--- config.mk ---
export PLATFORM = sky130hd
export DESIGN_NAME = ahb_bus_arbiter_flat
export DESIGN_NICKNAME = d
export VERILOG_FILES = /design/src/rtl/ahb_bus_arbiter_if.sv /design/src/rtl/ahb_bus_arbiter.sv /design/src/flat_wrapper.sv
export SDC_FILE = /design/constraint.sdc
export NUM_CORES = 1
export LEC_CHECK = 0
export ABC_CLOCK_PERIOD_IN_PS = 2850
export CORE_MARGIN = 4
export CORE_UTILIZATION = 26
export CTS_CLUSTER_SIZE = 8
export DETAILED_ROUTE_END_ITERATION = 6
export PLACE_DENSITY = 0.81
export SLEW_MARGIN = 20
export SYNTH_ARGS = -nofsm -noshare
export SYNTH_HDL_FRONTEND = slang
export SYNTH_SLANG_ARGS = --single-unit
--- constraint.sdc ---
create_clock -name clk -period 2.85 [get_ports clk]
set_input_delay 0.57 -clock clk [delete_from_list [all_inputs] [get_ports clk]]
set_output_delay 0.57 -clock clk [all_outputs]
set_load 0.01 [all_outputs]
--- src/rtl/ahb_bus_arbiter_if.sv ---
// Two-master AHB arbiter bundle: master-side request/bus signals, muxed slave bus
// and broadcast slave response. The slave modport is the arbiter's view.
interface ahb_bus_arbiter_if #(
    parameter int unsigned BUSA_WIDTH = 24,
    parameter int unsigned BUSD_WIDTH = 8
);
    logic                  m0_hbusreq;
    logic                  m1_hbusreq;
    logic [BUSA_WIDTH-1:0] m0_haddr;
    logic [BUSA_WIDTH-1:0] m1_haddr;
    logic                  m0_hwrite;
    logic                  m1_hwrite;
    logic [2:0]            m0_hburst;
    logic [2:0]            m1_hburst;
    logic [1:0]            m0_htrans;
    logic [1:0]            m1_htrans;
    logic [BUSD_WIDTH-1:0] m0_hwdata;
    logic [BUSD_WIDTH-1:0] m1_hwdata;
    logic                  m0_hgrant;
    logic                  m1_hgrant;

    logic [BUSA_WIDTH-1:0] haddr;
    logic                  hwrite;
    logic [2:0]            hburst;
    logic [1:0]            htrans;
    logic [BUSD_WIDTH-1:0] hwdata;
    logic                  hready;
    logic                  hresp;
    logic [BUSD_WIDTH-1:0] hrdata;

    logic                  m0_hready;
    logic                  m1_hready;
    logic                  m0_hresp;
    logic                  m1_hresp;
    logic [BUSD_WIDTH-1:0] m0_hrdata;
    logic [BUSD_WIDTH-1:0] m1_hrdata;

    modport slave (
        input  m0_hbusreq, m1_hbusreq, m0_haddr, m1_haddr, m0_hwrite, m1_hwrite,
               m0_hburst, m1_hburst, m0_htrans, m1_htrans, m0_hwdata, m1_hwdata,
               hready, hresp, hrdata,
        output m0_hgrant, m1_hgrant, haddr, hwrite, hburst, htrans, hwdata,
               m0_hready, m1_hready, m0_hresp, m1_hresp, m0_hrdata, m1_hrdata
    );

    modport master (
        output m0_hbusreq, m1_hbusreq, m0_haddr, m1_haddr, m0_hwrite, m1_hwrite,
               m0_hburst, m1_hburst, m0_htrans, m1_htrans, m0_hwdata, m1_hwdata,
               hready, hresp, hrdata,
        input  m0_hgrant, m1_hgrant, haddr, hwrite, hburst, htrans, hwdata,
               m0_hready, m1_hready, m0_hresp, m1_hresp, m0_hrdata, m1_hrdata
    );
endinterface

--- src/rtl/ahb_bus_arbiter.sv ---
// Two-master AHB bus arbiter: burst-aware grant (round-robin or fixed priority),
// address/data-phase ownership tracking and slave bus muxing.
module ahb_bus_arbiter #(
    parameter int unsigned BUSA_WIDTH = 24,
    parameter int unsigned BUSD_WIDTH = 8,
    parameter int unsigned RR         = 1
) (
    input logic               clk,
    input logic               rst_n,
    ahb_bus_arbiter_if.slave  ahb
);
    localparam int unsigned CNT_W = 4;

    localparam logic [1:0] HT_IDLE   = 2'b00;
    localparam logic [1:0] HT_NONSEQ = 2'b10;
    localparam logic [1:0] HT_SEQ    = 2'b11;
    localparam logic [2:0] HB_INCR   = 3'b001;

    logic             r_g;
    logic             r_aown;
    logic             r_down;
    logic [CNT_W-1:0] r_cnt;
    logic             r_ilock;

    logic             w_g_nxt;
    logic             w_aown_nxt;
    logic             w_down_nxt;
    logic [CNT_W-1:0] w_cnt_nxt;
    logic             w_ilock_nxt;

    logic [BUSA_WIDTH-1:0] w_haddr;
    logic [BUSD_WIDTH-1:0] w_hwdata;
    logic [1:0]            w_htrans;
    logic [2:0]            w_hburst;

    // state register
    always_ff @(posedge clk or negedge rst_n) begin
        if (!rst_n) begin
            r_g     <= 1'b0;
            r_aown  <= 1'b0;
            r_down  <= 1'b0;
            r_cnt   <= '0;
            r_ilock <= 1'b0;
        end else begin
            r_g     <= w_g_nxt;
            r_aown  <= w_aown_nxt;
            r_down  <= w_down_nxt;
            r_cnt   <= w_cnt_nxt;
            r_ilock <= w_ilock_nxt;
        end
    end

    // next state: beat accounting, then arbitrate only between bursts
    always_comb begin
        w_g_nxt     = r_g;
        w_aown_nxt  = r_aown;
        w_down_nxt  = r_down;
        w_cnt_nxt   = r_cnt;
        w_ilock_nxt = r_ilock;
        if (ahb.hready) begin
            w_aown_nxt = r_g;
            w_down_nxt = r_aown;
            if (ahb.hresp) begin
                w_cnt_nxt   = '0;
                w_ilock_nxt = 1'b0;
            end else begin
                case (w_htrans)
                    HT_NONSEQ: begin
                        // hburst[2:1] selects 1/4/8/16 beats for both WRAP and INCR
                        case (w_hburst[2:1])
                            2'b00:   w_cnt_nxt = CNT_W'(0);
                            2'b01:   w_cnt_nxt = CNT_W'(3);
                            2'b10:   w_cnt_nxt = CNT_W'(7);
                            default: w_cnt_nxt = CNT_W'(15);
                        endcase
                        w_ilock_nxt = (w_hburst == HB_INCR);
                    end
                    HT_SEQ: begin
                        if (r_cnt != '0) w_cnt_nxt = r_cnt - CNT_W'(1);
                    end
                    HT_IDLE: w_ilock_nxt = 1'b0;
                    default: ;
                endcase
            end
            if ((w_cnt_nxt == '0) && !w_ilock_nxt) begin
                if (RR != 0) begin
                    if (r_g ? ahb.m0_hbusreq : ahb.m1_hbusreq) w_g_nxt = ~r_g;
                end else if (ahb.m0_hbusreq) begin
                    w_g_nxt = 1'b0;
                end else if (ahb.m1_hbusreq) begin
                    w_g_nxt = 1'b1;
                end
            end
        end
    end

    // outputs: grant decode, phase-owner muxes, response broadcast
    always_comb begin
        w_htrans  = r_aown ? ahb.m1_htrans : ahb.m0_htrans;
        w_hburst  = r_aown ? ahb.m1_hburst : ahb.m0_hburst;
        w_haddr   = r_aown ? ahb.m1_haddr  : ahb.m0_haddr;
        w_hwdata  = r_down ? ahb.m1_hwdata : ahb.m0_hwdata;

        ahb.m0_hgrant = ~r_g;
        ahb.m1_hgrant = r_g;
        ahb.haddr     = w_haddr;
        ahb.hwrite    = r_aown ? ahb.m1_hwrite : ahb.m0_hwrite;
        ahb.hburst    = w_hburst;
        ahb.htrans    = w_htrans;
        ahb.hwdata    = w_hwdata;
        ahb.m0_hready = ahb.hready;
        ahb.m1_hready = ahb.hready;
        ahb.m0_hresp  = ahb.hresp;
        ahb.m1_hresp  = ahb.hresp;
        ahb.m0_hrdata = ahb.hrdata;
        ahb.m1_hrdata = ahb.hrdata;
    end
endmodule

--- src/flat_wrapper.sv ---
// flat-port wrapper written by rule: the top's interface ports become plain ports
module ahb_bus_arbiter_flat 
#(
    parameter int unsigned BUSA_WIDTH = 24,
    parameter int unsigned BUSD_WIDTH = 8,
    parameter int unsigned RR         = 1
)
  (clk, rst_n, ahb_m0_hbusreq, ahb_m1_hbusreq, ahb_m0_haddr, ahb_m1_haddr, ahb_m0_hwrite, ahb_m1_hwrite, ahb_m0_hburst, ahb_m1_hburst, ahb_m0_htrans, ahb_m1_htrans, ahb_m0_hwdata, ahb_m1_hwdata, ahb_hready, ahb_hresp, ahb_hrdata, ahb_m0_hgrant, ahb_m1_hgrant, ahb_haddr, ahb_hwrite, ahb_hburst, ahb_htrans, ahb_hwdata, ahb_m0_hready, ahb_m1_hready, ahb_m0_hresp, ahb_m1_hresp, ahb_m0_hrdata, ahb_m1_hrdata);
  ahb_bus_arbiter_if #(.BUSA_WIDTH(BUSA_WIDTH), .BUSD_WIDTH(BUSD_WIDTH)) ahb_i ();
  input logic clk;
  input logic rst_n;
  input wire logic [$bits(ahb_i.m0_hbusreq)-1:0] ahb_m0_hbusreq;
  input wire logic [$bits(ahb_i.m1_hbusreq)-1:0] ahb_m1_hbusreq;
  input wire logic [$bits(ahb_i.m0_haddr)-1:0] ahb_m0_haddr;
  input wire logic [$bits(ahb_i.m1_haddr)-1:0] ahb_m1_haddr;
  input wire logic [$bits(ahb_i.m0_hwrite)-1:0] ahb_m0_hwrite;
  input wire logic [$bits(ahb_i.m1_hwrite)-1:0] ahb_m1_hwrite;
  input wire logic [$bits(ahb_i.m0_hburst)-1:0] ahb_m0_hburst;
  input wire logic [$bits(ahb_i.m1_hburst)-1:0] ahb_m1_hburst;
  input wire logic [$bits(ahb_i.m0_htrans)-1:0] ahb_m0_htrans;
  input wire logic [$bits(ahb_i.m1_htrans)-1:0] ahb_m1_htrans;
  input wire logic [$bits(ahb_i.m0_hwdata)-1:0] ahb_m0_hwdata;
  input wire logic [$bits(ahb_i.m1_hwdata)-1:0] ahb_m1_hwdata;
  input wire logic [$bits(ahb_i.hready)-1:0] ahb_hready;
  input wire logic [$bits(ahb_i.hresp)-1:0] ahb_hresp;
  input wire logic [$bits(ahb_i.hrdata)-1:0] ahb_hrdata;
  output wire logic [$bits(ahb_i.m0_hgrant)-1:0] ahb_m0_hgrant;
  output wire logic [$bits(ahb_i.m1_hgrant)-1:0] ahb_m1_hgrant;
  output wire logic [$bits(ahb_i.haddr)-1:0] ahb_haddr;
  output wire logic [$bits(ahb_i.hwrite)-1:0] ahb_hwrite;
  output wire logic [$bits(ahb_i.hburst)-1:0] ahb_hburst;
  output wire logic [$bits(ahb_i.htrans)-1:0] ahb_htrans;
  output wire logic [$bits(ahb_i.hwdata)-1:0] ahb_hwdata;
  output wire logic [$bits(ahb_i.m0_hready)-1:0] ahb_m0_hready;
  output wire logic [$bits(ahb_i.m1_hready)-1:0] ahb_m1_hready;
  output wire logic [$bits(ahb_i.m0_hresp)-1:0] ahb_m0_hresp;
  output wire logic [$bits(ahb_i.m1_hresp)-1:0] ahb_m1_hresp;
  output wire logic [$bits(ahb_i.m0_hrdata)-1:0] ahb_m0_hrdata;
  output wire logic [$bits(ahb_i.m1_hrdata)-1:0] ahb_m1_hrdata;
  assign ahb_i.m0_hbusreq = ahb_m0_hbusreq;
  assign ahb_i.m1_hbusreq = ahb_m1_hbusreq;
  assign ahb_i.m0_haddr = ahb_m0_haddr;
  assign ahb_i.m1_haddr = ahb_m1_haddr;
  assign ahb_i.m0_hwrite = ahb_m0_hwrite;
  assign ahb_i.m1_hwrite = ahb_m1_hwrite;
  assign ahb_i.m0_hburst = ahb_m0_hburst;
  assign ahb_i.m1_hburst = ahb_m1_hburst;
  assign ahb_i.m0_htrans = ahb_m0_htrans;
  assign ahb_i.m1_htrans = ahb_m1_htrans;
  assign ahb_i.m0_hwdata = ahb_m0_hwdata;
  assign ahb_i.m1_hwdata = ahb_m1_hwdata;
  assign ahb_i.hready = ahb_hready;
  assign ahb_i.hresp = ahb_hresp;
  assign ahb_i.hrdata = ahb_hrdata;
  assign ahb_m0_hgrant = ahb_i.m0_hgrant;
  assign ahb_m1_hgrant = ahb_i.m1_hgrant;
  assign ahb_haddr = ahb_i.haddr;
  assign ahb_hwrite = ahb_i.hwrite;
  assign ahb_hburst = ahb_i.hburst;
  assign ahb_htrans = ahb_i.htrans;
  assign ahb_hwdata = ahb_i.hwdata;
  assign ahb_m0_hready = ahb_i.m0_hready;
  assign ahb_m1_hready = ahb_i.m1_hready;
  assign ahb_m0_hresp = ahb_i.m0_hresp;
  assign ahb_m1_hresp = ahb_i.m1_hresp;
  assign ahb_m0_hrdata = ahb_i.m0_hrdata;
  assign ahb_m1_hrdata = ahb_i.m1_hrdata;
  ahb_bus_arbiter #(.BUSA_WIDTH(BUSA_WIDTH), .BUSD_WIDTH(BUSD_WIDTH), .RR(RR)) u_core (.clk(clk), .rst_n(rst_n), .ahb(ahb_i));
endmodule
* After elaboration in Yosys (flattened, before gate mapping)
Cells that the tools add are included.
** Word-level totals
- Flip-flop bits (word level) :: 8
- Bits of input ports :: 90
- Output and inout bits :: 60
** Operators by class
- Add/subtract/negate cells :: 1
- Eq/ne operators :: 5
- Muxes and demuxes :: 14
- Bitwise gates (word level) :: 1
- Reductions and logical operators :: 7
** Operators with widths (number)
- $mux 24 :: 1
- $mux 4 :: 3
- $pmux 4 s3 :: 1
- $mux 8 :: 1
- $pmux 4 s2 :: 1
- $eq 2x2->1 const B :: 3
- $logic_not 2->1 :: 2
- $logic_not 4->1 :: 1
- $mux 1 :: 4
- $reduce_bool 4->1 :: 1
- $sub 4x1->4 const B :: 1
- $eq 3x1->1 const B :: 1
- $mux 3 :: 1
- $reduce_and 3->1 :: 1
- $eq 2x1->1 const B :: 1
- $mux 2 :: 1
- $pmux 1 s2 :: 1
- $logic_and 1x1->1 :: 1
- $logic_not 1->1 :: 1
- $not 1->1 :: 1

* Depth between registers and ports, before layout
Gate-level depths: netlist of run 1.
- Depth after elaboration :: 9
- Depth in mapped cells :: 8
- Depth with buffers taken out :: 8

* Least setup slack after synthesis of run 1
Ideal clock, no wire load.
- Kind :: register to output
- From :: register u_core.r_aown
- To :: output port ahb_haddr[16]
- Data arrival time :: 1651 ps
- Required time :: 2280 ps
- Slack :: 629 ps
- Stages on the path, launching flop included :: 5
- Buffers on the path :: 3
- Cells stage by stage :: dfrtp_1 clkbuf_1 clkbuf_1 buf_2 mux2_2
** Between the ends
- Word-level cells in the longest chain between the ends :: 1
** Ends and longest elaborated chain
- start, declared :: line ahb_bus_arbiter.sv:20 : logic r_aown;
- start signal, assigned :: line ahb_bus_arbiter.sv:46 : r_aown <= w_aown_nxt;
- $mux 24 :: line ahb_bus_arbiter.sv:101 : w_haddr = r_aown ? ahb.m1_haddr : ahb.m0_haddr;
- end, declared :: line flat_wrapper.sv:29 : output wire logic [$bits(ahb_i.haddr)-1:0] ahb_haddr;
Every way passes these cells.

* Worst setup path after layout of run 1
- From :: input port ahb_m1_htrans[1]
- To :: output port ahb_htrans[1]
** Between the ends
- Word-level cells in the longest chain between the ends :: 1
** Ends and longest elaborated chain
- start, declared :: line flat_wrapper.sv:21 : input wire logic [$bits(ahb_i.m1_htrans)-1:0] ahb_m1_htrans;
- $mux 2 :: line ahb_bus_arbiter.sv:99 : w_htrans = r_aown ? ahb.m1_htrans : ahb.m0_htrans;
- end, declared :: line flat_wrapper.sv:32 : output wire logic [$bits(ahb_i.htrans)-1:0] ahb_htrans;
Every way passes these cells.

==> qor.yml, run 1 <==
clocking:
  post_cts_buffers: 0
  numCtsBuffers: 3
  cts-resized-gates: 0
  path_clk_slew_ns: 0.04
  postCtsHoldBufs: 0
  clkLatencyLatePin_ns: 0.23
  cts_tree: "yes"
  cts_root_buf: "clkbuf_8"
  clk_path_buf_depth: 2
  cts_max_level: 1
  cts.sinks: 8
sta:
  skew_ns: 0.00277
  fin_crit_sh_pct: 85.2
  slew_headroom_pct: 69.2
  fin_crit_ns: 2.43
  timing.hold.ws_ns: 0.499
  finalHoldViolCount: 0
  finalSetupViolations: 0
  worst_pin_slew_ns: 0.458
  tns_ns: 0
  grt_setup_unrepaired: "false"
  finalMaxSlewViolations: 0
  fmax_mhz: 412
pwr:
  leakagePower_nw: 0.921
  p_int_mw: 0.994
  combPwrFrac_pct: 78.2
  p_per_area_nw_per_um2: 650
  pwr-share-seq_pct: 13.1
  power_switching_mw: 0.566
  switching_share_pct: 36.3
  clkPwrFrac_pct: 8.7
  ir_worst_vdd_v: 0.000301
worst_setup_path:
  crit_family: "buffers and inverters"
  required_ns: 2.28
  timing_worst_setup_path_type: "primary input to output port"
  cp_cell_sequence: "clkdlybuf4s50_1, mux2_2, clkdlybuf4s50_1"
  cp_max_fo: 11
  path_depth: 3
  cp.buffers_inverters: 2
  cpMostUsedCell: "clkdlybuf4s50_1"
  end_kind: "output port"
  cp_slowest_stage_delay_ns: 0.57
  r2r_cells: 8
  crit_arrival_ns: 1.86
  critPathLaunchType: "primary input"
  cp_slowest_cell: "clkdlybuf4s50_1"
placed_design:
  gp_congestion: 0.805
  port_buffers: 125
  hpwl_um: 3670
  place_area_um2: 2360
final_layout:
  finalInstanceArea_um2: 2400
  insertedDiodeCount: 0
  drive_gt1_share_pct: 22.1
  area_growth_pct: 102
  n_fill_cell: 418
  final_net_count: 328
global_routing:
  antenna_found_initial: 0
  grt_pass1_wl_um: 6540
  grt.overflow.total: 0
  grt_pass1_vias: 1444
  grtUsageTotal_pct: 14.7
  grt_max_degree: 41
synthesis:
  synth_fp_nets: 222
  synth_edf_count: 0
  synth_cell_types: 35
  ys_seq_area_share_pct: 16.9
  yosys.area.top_type_share_pct: 37.1
  syn_area_um2: 1180
  ys_ff_latch: 8
  ys_warn_count: 0
  ys_async_sr_fraction_pct: 100
  synth_top_cell_by_area: "mux2_2"
  postSynthAreaPerCell_um2: 9.04
  yosys-top-cells-area: "mux2_2 37%, dfrtp_1 17%, buf_4 13%, o21ai_0 3.0%, inv_1 1.9%"
  syn_inst: 131
  dominantRegCellSynth: "dfrtp_1"
drt:
  via_per_inst: 4.71
  first_pass_iters: 4
  drc: 0
  routed_wl_um: 4310
  drt_iter0_markers: 32
  wl_per_cell_um: 15.0
  ant_nets: 0
  num_vias: 1353
floorplanning:
  dieArea_um2: 5700
  start_util_pct: 27.0
  fp.dieW_um: 75.5
  io_pins: 150
  coreArea_um2: 4380
  row_count: 24
  die_y_um: 75.5
job:
  maxCapViolCount: 0
status:
  outcome: "complete, no violations"
worst_hold_path:
  worstHoldPathType: "flop to flop"
  hold_depth: 1
-- layout make-up --
cell class	instances	area, µm²	share of cell area, %
Inverter	7	26.3	1.10
Multi-Input combinational cell	89	779	32.5
Clock buffer	3	41.3	1.72
Tap cell	52	65.1	2.71
Sequential cell	8	200	8.35
Timing Repair Buffer	128	1290	53.6
-- power groups by stage --
stage               combinational [mW]  sequential, mW  clock [mW]
global placement                  1.22           0.206           0
CTS                               1.24           0.206       0.139
detailed placement                1.23           0.208           0
floorplan                        0.688           0.184           0
finish                            1.22           0.204       0.136
global route                      1.31           0.211       0.144
-- metal layers --
layer	GRT usage (%)	share of wire (%)	vias up	wire length (µm)
met2	27.9	54	66	2350
li1	-	-	666	-
met5	0	0	-	0
met4	3.88	0.74	0	32
met1	15.3	35	617	1490
met3	5.28	10	4	438
-- flip-flops by register name, summed over array words and instances, names as in the netlist --
signal	flops
u_core.ahb.m1_hgrant	1
u_core.r_aown	1
u_core.r_cnt	4
u_core.r_down	1
u_core.r_ilock	1
-- kinds of logic after synthesis --
logic type	count (synthesis)	synth area share, %
AOI/OAI and AO/OA	22	12.7
xor gates and xnor gates	1	0.739
adders and majority gates	1	1.06
buffers and inverters	34	17.3
DFF	8	16.9
muxes	41	39.5
and+or+nand+nor	24	11.8
-- path summary, 6_finish.rpt --
kind / startpoint / endpoint / slack, ns
min in group asynchronous: rst_n / u_core.r_cnt[3] / 0.62
max in group asynchronous: rst_n / u_core.r_cnt[1] / 1.95
max: ahb_m1_htrans[1] / ahb_htrans[1] / 0.42
min reg2reg: u_core.r_ilock / u_core.r_ilock / 0.50
max reg2reg: u_core.r_cnt[0] / u_core.ahb.m1_hgrant / 0.61
min: u_core.r_ilock / u_core.r_ilock / 0.50
-- synth_stat cells, drive strengths merged (2+ instances only) --
master / n
mux2: 40
buf: 22
dfrtp: 8
inv: 7
o21ai: 7
clkbuf: 5
nor2: 5
nand2: 4
a21oi: 3
o22ai: 3
and3: 2
and3b: 2
nand2b: 2
nand3: 2
nor4: 2
o211ai: 2
-- through the flow --
stage | setup slack, ns | cells | utilization, % | power [mW]
detailed placement | 0.416 | 284 | 53.8 | 1.44
floorplan | 0.629 | 131 | - | 0.872
global placement | 0.437 | 284 | 53.8 | 1.42
CTS | 0.414 | 287 | 54.7 | 1.58
global route | 0.352 | 287 | 54.7 | 1.67
finish | 0.421 | 287 | 54.7 | 1.56
-- cells in the final DEF (no fill, tap or decap), drive strengths merged --
cell type and n:
a211o 1, a211oi 1, a21oi 3, a22o 1, a22oi 1, a32oi 1
and3 2, and3b 2, buf 3, clkbuf 3, clkdlybuf4s50 125, dfrtp 8
ha 1, inv 7, mux2 40, mux2i 1, nand2 4, nand2b 2
nand3 2, nand4b 1, nor2 5, nor3 1, nor4 2, o2111a 1
o211ai 2, o21ai 7, o22ai 3, o32ai 1, or2 1, or3 1
or3b 1, xnor2 1
(Power assumes the default switching activity.)
==> run 2: changes to the inputs <==
--- a/config.mk
+++ b/config.mk
@@ -5,12 +5,13 @@
 export SDC_FILE = /design/constraint.sdc
 export NUM_CORES = 1
 export LEC_CHECK = 0
-export ABC_CLOCK_PERIOD_IN_PS = 2850
+export ABC_CLOCK_PERIOD_IN_PS = 2630
 export CORE_MARGIN = 4
 export CORE_UTILIZATION = 26
 export CTS_CLUSTER_SIZE = 8
 export DETAILED_ROUTE_END_ITERATION = 6
 export PLACE_DENSITY = 0.81
+export REMOVE_ABC_BUFFERS = 1
 export SLEW_MARGIN = 20
 export SYNTH_ARGS = -nofsm -noshare
 export SYNTH_HDL_FRONTEND = slang
==> constraint.sdc (replaced) <==
create_clock -name clk -period 2.63 [get_ports clk]
set_input_delay 0.526 -clock clk [delete_from_list [all_inputs] [get_ports clk]]
set_output_delay 0.526 -clock clk [all_outputs]
set_load 0.01 [all_outputs]
==> qor.yml, run 2 (same netlist as run 1, synthesis figures left out) <==
status:
  outcome: "complete, no violations"
final_layout:
  largest_reg_flops: 4
  fin_util_pct: 54.9
  insertedDiodeCount: 0
  regMostFlops: "u_core.r_cnt"
  instances_no_fill: 288
  area_growth_pct: 103
  final_common_cell: "clkdlybuf4s50_1"
  finalInstanceArea_um2: 2410
  final_net_count: 329
  drive_gt1_share_pct: 22.5
  mostFrequentLayoutCells: "125 x clkdlybuf4s50_1, 39 x mux2_2, 8 x dfrtp_1"
drt:
  routed_wl_um: 4300
  wl_per_cell_um: 14.9
  ant_nets: 0
  drt_iter0_markers: 37
  num_vias: 1370
  drc: 0
  first_pass_iters: 4
  via_per_inst: 4.76
floorplanning:
  die_y_um: 75.5
  row_count: 24
  coreArea_um2: 4380
  fp.dieW_um: 75.5
  io_pins: 150
  dieArea_um2: 5700
  start_util_pct: 27.0
global_routing:
  antenna_found_initial: 0
  met1_usage_pct: 14.0
  grt_max_degree: 41
  grtUsageTotal_pct: 14.1
  use_met3_pct: 7.92
  top_usage_layer: "met2"
  grt_pass1_vias: 1462
  groute.layer.met2.usage_pct: 24.7
  grt_pass1_wl_um: 6230
  grt.overflow.total: 0
worst_setup_path:
  critPathLaunchType: "primary input"
  r2r_slack_ns: 0.44
  cp_slowest_stage_delay_ns: 0.57
  cp_max_fo: 11
  cp_cell_sequence: "clkdlybuf4s50_1, mux2_2, clkdlybuf4s50_1"
  end_kind: "output port"
  cp_slowest_cell: "clkdlybuf4s50_1"
  crit_family: "buffers and inverters"
  crit_arrival_ns: 1.83
  cp.buffers_inverters: 2
  timing_worst_setup_path_type: "primary input to output port"
  cpMostUsedCell: "clkdlybuf4s50_1"
  required_ns: 2.10
clocking:
  post_cts_buffers: 0
  clkLatencyLatePin_ns: 0.23
  cts-resized-gates: 0
  cts_max_level: 1
  numCtsBuffers: 3
  postCtsHoldBufs: 0
  cts_root_buf: "clkbuf_8"
  clk_path_buf_depth: 2
  path_clk_slew_ns: 0.04
  cts_tree: "yes"
  cts.sinks: 8
pwr:
  p_per_area_nw_per_um2: 701
  ir_worst_vdd_v: 0.000269
  finalPower_mw: 1.69
  leakagePower_nw: 0.926
sta:
  setup_ws_ns: 0.273
  skew_ns: 0.00299
  grt_setup_unrepaired: "false"
  fin_crit_sh_pct: 89.6
  fmax_mhz: 424
  tns_ns: 0
  fin_crit_ns: 2.36
  slew_headroom_pct: 73.8
  finalMaxSlewViolations: 0
  finalHoldViolCount: 0
  finalSetupViolations: 0
  timing.hold.ws_ns: 0.511
  worst_pin_slew_ns: 0.390
worst_hold_path:
  worstHoldPathType: "flop to flop"
placed_design:
  hpwl_um: 3570
  place_area_um2: 2360
  port_buffers: 125
  pre_cts_ws_ns: 0.274
  dp.cells: 285
  gp_congestion: 0.789
job:
  maxCapViolCount: 0
-- run 2: cell count changes in the layout (fill, tap and decap cells not counted), sizes merged --
cell,previous run,this run
buf,3,4
-- run 2: power by group --
group / leakage, nW / switching [mW] / internal [mW]
logic: 0.802 / 0.501 / 0.813
registers: 0.102 / 0.0562 / 0.165
clock network: 0.0216 / 0.0518 / 0.0995
-- run 2: worst reg2reg max path: stages, from the launching register on --
cell and delay [ns]:
dfrtp_1 0.40, inv_1 0.11, ha_1 0.20, or3b_2 0.49, and3_1 0.19, o21ai_0 0.14, a21oi_1 0.12, nor4_2 0.31
xnor2_1 0.17
-- run 2: area by class of cell --
class | instances | area [µm²]
clock buffers | 3 | 41.3
fillers | 404 | 1980
inverters | 7 | 26.3
multi-input cells | 89 | 779
flip-flops and latches | 8 | 200
well taps | 52 | 65.1
repair buffers | 129 | 1290
-- run 2: metal layers --
layer	share of wire (%)	routed length (µm)
met1	35	1490
met3	12	525
met5	0	0
met4	1.2	53
met2	52	2230
-- run 2: path summary, 6_finish.rpt --
path	from	to	depth (start not counted)
setup / recovery	ahb_m1_htrans[1]	ahb_htrans[1]	3
hold / removal	u_core.r_ilock	u_core.r_ilock	1
setup reg to reg	u_core.r_cnt[0]	u_core.ahb.m1_hgrant	8
hold reg to reg	u_core.r_ilock	u_core.r_ilock	1
max in group asynchronous	rst_n	u_core.ahb.m1_hgrant	1
min in group asynchronous	rst_n	u_core.r_cnt[0]	1
==> run 3: changes to the inputs <==
--- a/config.mk
+++ b/config.mk
@@ -5,9 +5,10 @@
 export SDC_FILE = /design/constraint.sdc
 export NUM_CORES = 1
 export LEC_CHECK = 0
+export ABC_AREA = 1
 export ABC_CLOCK_PERIOD_IN_PS = 2630
 export CORE_MARGIN = 4
-export CORE_UTILIZATION = 26
+export CORE_UTILIZATION = 27
 export CTS_CLUSTER_SIZE = 8
 export DETAILED_ROUTE_END_ITERATION = 6
 export PLACE_DENSITY = 0.81
==> qor.yml, run 3 <==
drt:
  drc: 0
  routed_wl_um: 4830
  drt_iter0_markers: 75
  num_vias: 1727
  ant_nets: 0
  first_pass_iters: 4
  via_per_inst: 4.42
  wl_per_cell_um: 12.3
worst_setup_path:
  cp.buffers_inverters: 2
  r2r_cells: 10
  cp_max_fo: 33
  cp_cell_sequence: "inv_4, nand2_1, nand2_1, clkdlybuf4s50_1"
  r2r_end: "u_core.ahb.m1_hgrant"
  r2r_slack_ns: 0.75
  cpMostUsedCell: "nand2_1"
  end_kind: "output port"
  cp_slowest_cell: "clkdlybuf4s50_1"
  critPathLaunchType: "flop"
  rr_startpoint: "u_core.r_aown"
  cp_slowest_stage_delay_ns: 0.55
  crit_family: "buffers and inverters"
  endpoint: "ahb_htrans[1]"
  timing_worst_setup_path_type: "flop to output port"
  required_ns: 2.10
  path_depth: 4
  crit_arrival_ns: 1.88
  crit_start: "u_core.r_aown"
sta:
  slew_headroom_pct: 76.0
  fin_crit_ns: 2.41
  skew_ns: 0.00689
  grt_setup_unrepaired: "false"
  finalSetupViolations: 0
  finalMaxSlewViolations: 0
  finalHoldViolCount: 0
  worst_pin_slew_ns: 0.360
  tns_ns: 0
  fin_crit_sh_pct: 91.6
  fmax_mhz: 415
synthesis:
  synth_top_cell_by_area: "nand2_1"
  dominantRegCellSynth: "dfrtp_1"
  ys_seq_area_share_pct: 16.1
  ys_warn_count: 0
  yosys-top-cells-area: "nand2_1 43%, dfrtp_1 16%, buf_4 13%, nand3_1 4.8%, inv_1 4.5%"
  synthMostInstantiatedCell: "nand2_1"
  yosys-top-cells-count: "144 x nand2_1, 21 x buf_4, 15 x inv_1"
  syn_inst: 237
  postSynthAreaPerCell_um2: 5.25
  ys_ff_latch: 8
  yosys.area.top_type_share_pct: 43.4
  ys_async_sr_fraction_pct: 100
  syn_area_um2: 1240
  synth_cell_types: 22
  synth_edf_count: 0
global_routing:
  grt_pass1_wl_um: 7460
  grtUsageTotal_pct: 15.4
  grt_max_degree: 34
  antenna_found_initial: 0
  grt.overflow.total: 0
  grt_pass1_vias: 1602
clocking:
  numCtsBuffers: 3
  postCtsHoldBufs: 0
  cts_root_buf: "clkbuf_8"
  cts-resized-gates: 0
  clkLatencyLatePin_ns: 0.23
  clk_path_buf_depth: 2
  cts_tree: "yes"
  cts_max_level: 1
  path_clk_slew_ns: 0.04
  cts.sinks: 8
  post_cts_buffers: 0
final_layout:
  mostFrequentLayoutCells: "144 x nand2_1, 125 x clkdlybuf4s50_1, 15 x inv_1"
  largest_reg_flops: 4
  final_common_cell: "nand2_1"
  n_fill_cell: 425
  insertedDiodeCount: 0
  finalInstanceArea_um2: 2420
  area_growth_pct: 94.3
  regMostFlops: "u_core.r_cnt"
  final_net_count: 432
  drive_gt1_share_pct: 4.42
floorplanning:
  coreArea_um2: 4410
  start_util_pct: 28.2
  row_count: 24
  io_pins: 150
  die_y_um: 75.9
  dieArea_um2: 5760
  fp.dieW_um: 75.9
worst_hold_path:
  worstHoldPathType: "flop to flop"
placed_design:
  gp_congestion: 0.814
  port_buffers: 125
  place_area_um2: 2380
  hpwl_um: 4110
pwr:
  p_per_area_nw_per_um2: 689
  ir_worst_vdd_v: 0.000301
  leakagePower_nw: 1.18
job:
  maxCapViolCount: 0
status:
  outcome: "complete, no violations"
-- run 3: power breakdown --
group          internal, mW  leakage, nW  switching [mW]  total, mW
logic                 0.652         1.05           0.640       1.29
registers             0.162        0.103          0.0662      0.228
clock network        0.0991       0.0216          0.0470      0.146
total                 0.913         1.18           0.753       1.67
-- run 3: final cells by class --
cell class	count	area, µm²	area share (%)
flip-flops and latches	8	200	8.28
inverters	17	66.3	2.74
repair buffers	127	1270	52.4
multi-input cells	184	779	32.2
clock buffers	3	41.3	1.71
well taps	52	65.1	2.69
-- run 3: kinds of logic (layout without fill, tap and decap cells) --
family / count (synthesis) / in the layout / share of synthesized area, %
AOI/OAI and AO/OA: 12 / 12 / 5.13
muxes: 1 / 1 / 0.804
buffers and inverters: 45 / 147 / 21.3
and+or+nand+nor: 170 / 170 / 55.7
adders and majority gates: 1 / 1 / 1.00
DFF: 8 / 8 / 16.1
-- run 3: worst register-to-register path: cells and delay by family, from the launching register on --
kind	cells	cell delay, ns
and+or+nand+nor	8	0.78
AOI/OAI and AO/OA	1	0.15
buffers and inverters	1	0.33
DFF	1	0.50
-- run 3: worst min-delay path by stage --
stage                                 endpoint  cells past startpoint  slack [ns]      startpoint
after floorplan           u_core.ahb.m1_hgrant                      0        0.23           rst_n
after global placement          u_core.r_ilock                      2        0.50  u_core.r_ilock
after detailed placement        u_core.r_ilock                      2        0.50  u_core.r_ilock
after CTS                       u_core.r_ilock                      2        0.51  u_core.r_ilock
after global routing            u_core.r_ilock                      2        0.56  u_core.r_ilock
final                           u_core.r_ilock                      2        0.51  u_core.r_ilock
-- run 3: per-stage QoR --
stage	instances	hold slack [ns]	power (mW)	utilization, %	setup WS [ns]
3_3_place_gp	388	0.496	1.51	53.9	0.347
6_report	391	0.505	1.67	54.8	0.222
2_1_floorplan	209	0.230	0.835	-	0.586
4_1_cts	391	0.510	1.69	54.8	0.210
5_1_grt	391	0.556	1.81	54.8	0.115
3_5_place_dp	388	0.498	1.53	53.9	0.314
-- run 3: per-layer routing --
metal  global-route usage, %  vias up  wire length, µm
met1                    14.9      739             1700
met3                    9.24        2              640
met5                       0        -                0
met2                    28.0       86             2460
li1                        -      900                -
met4                    2.49        0               27
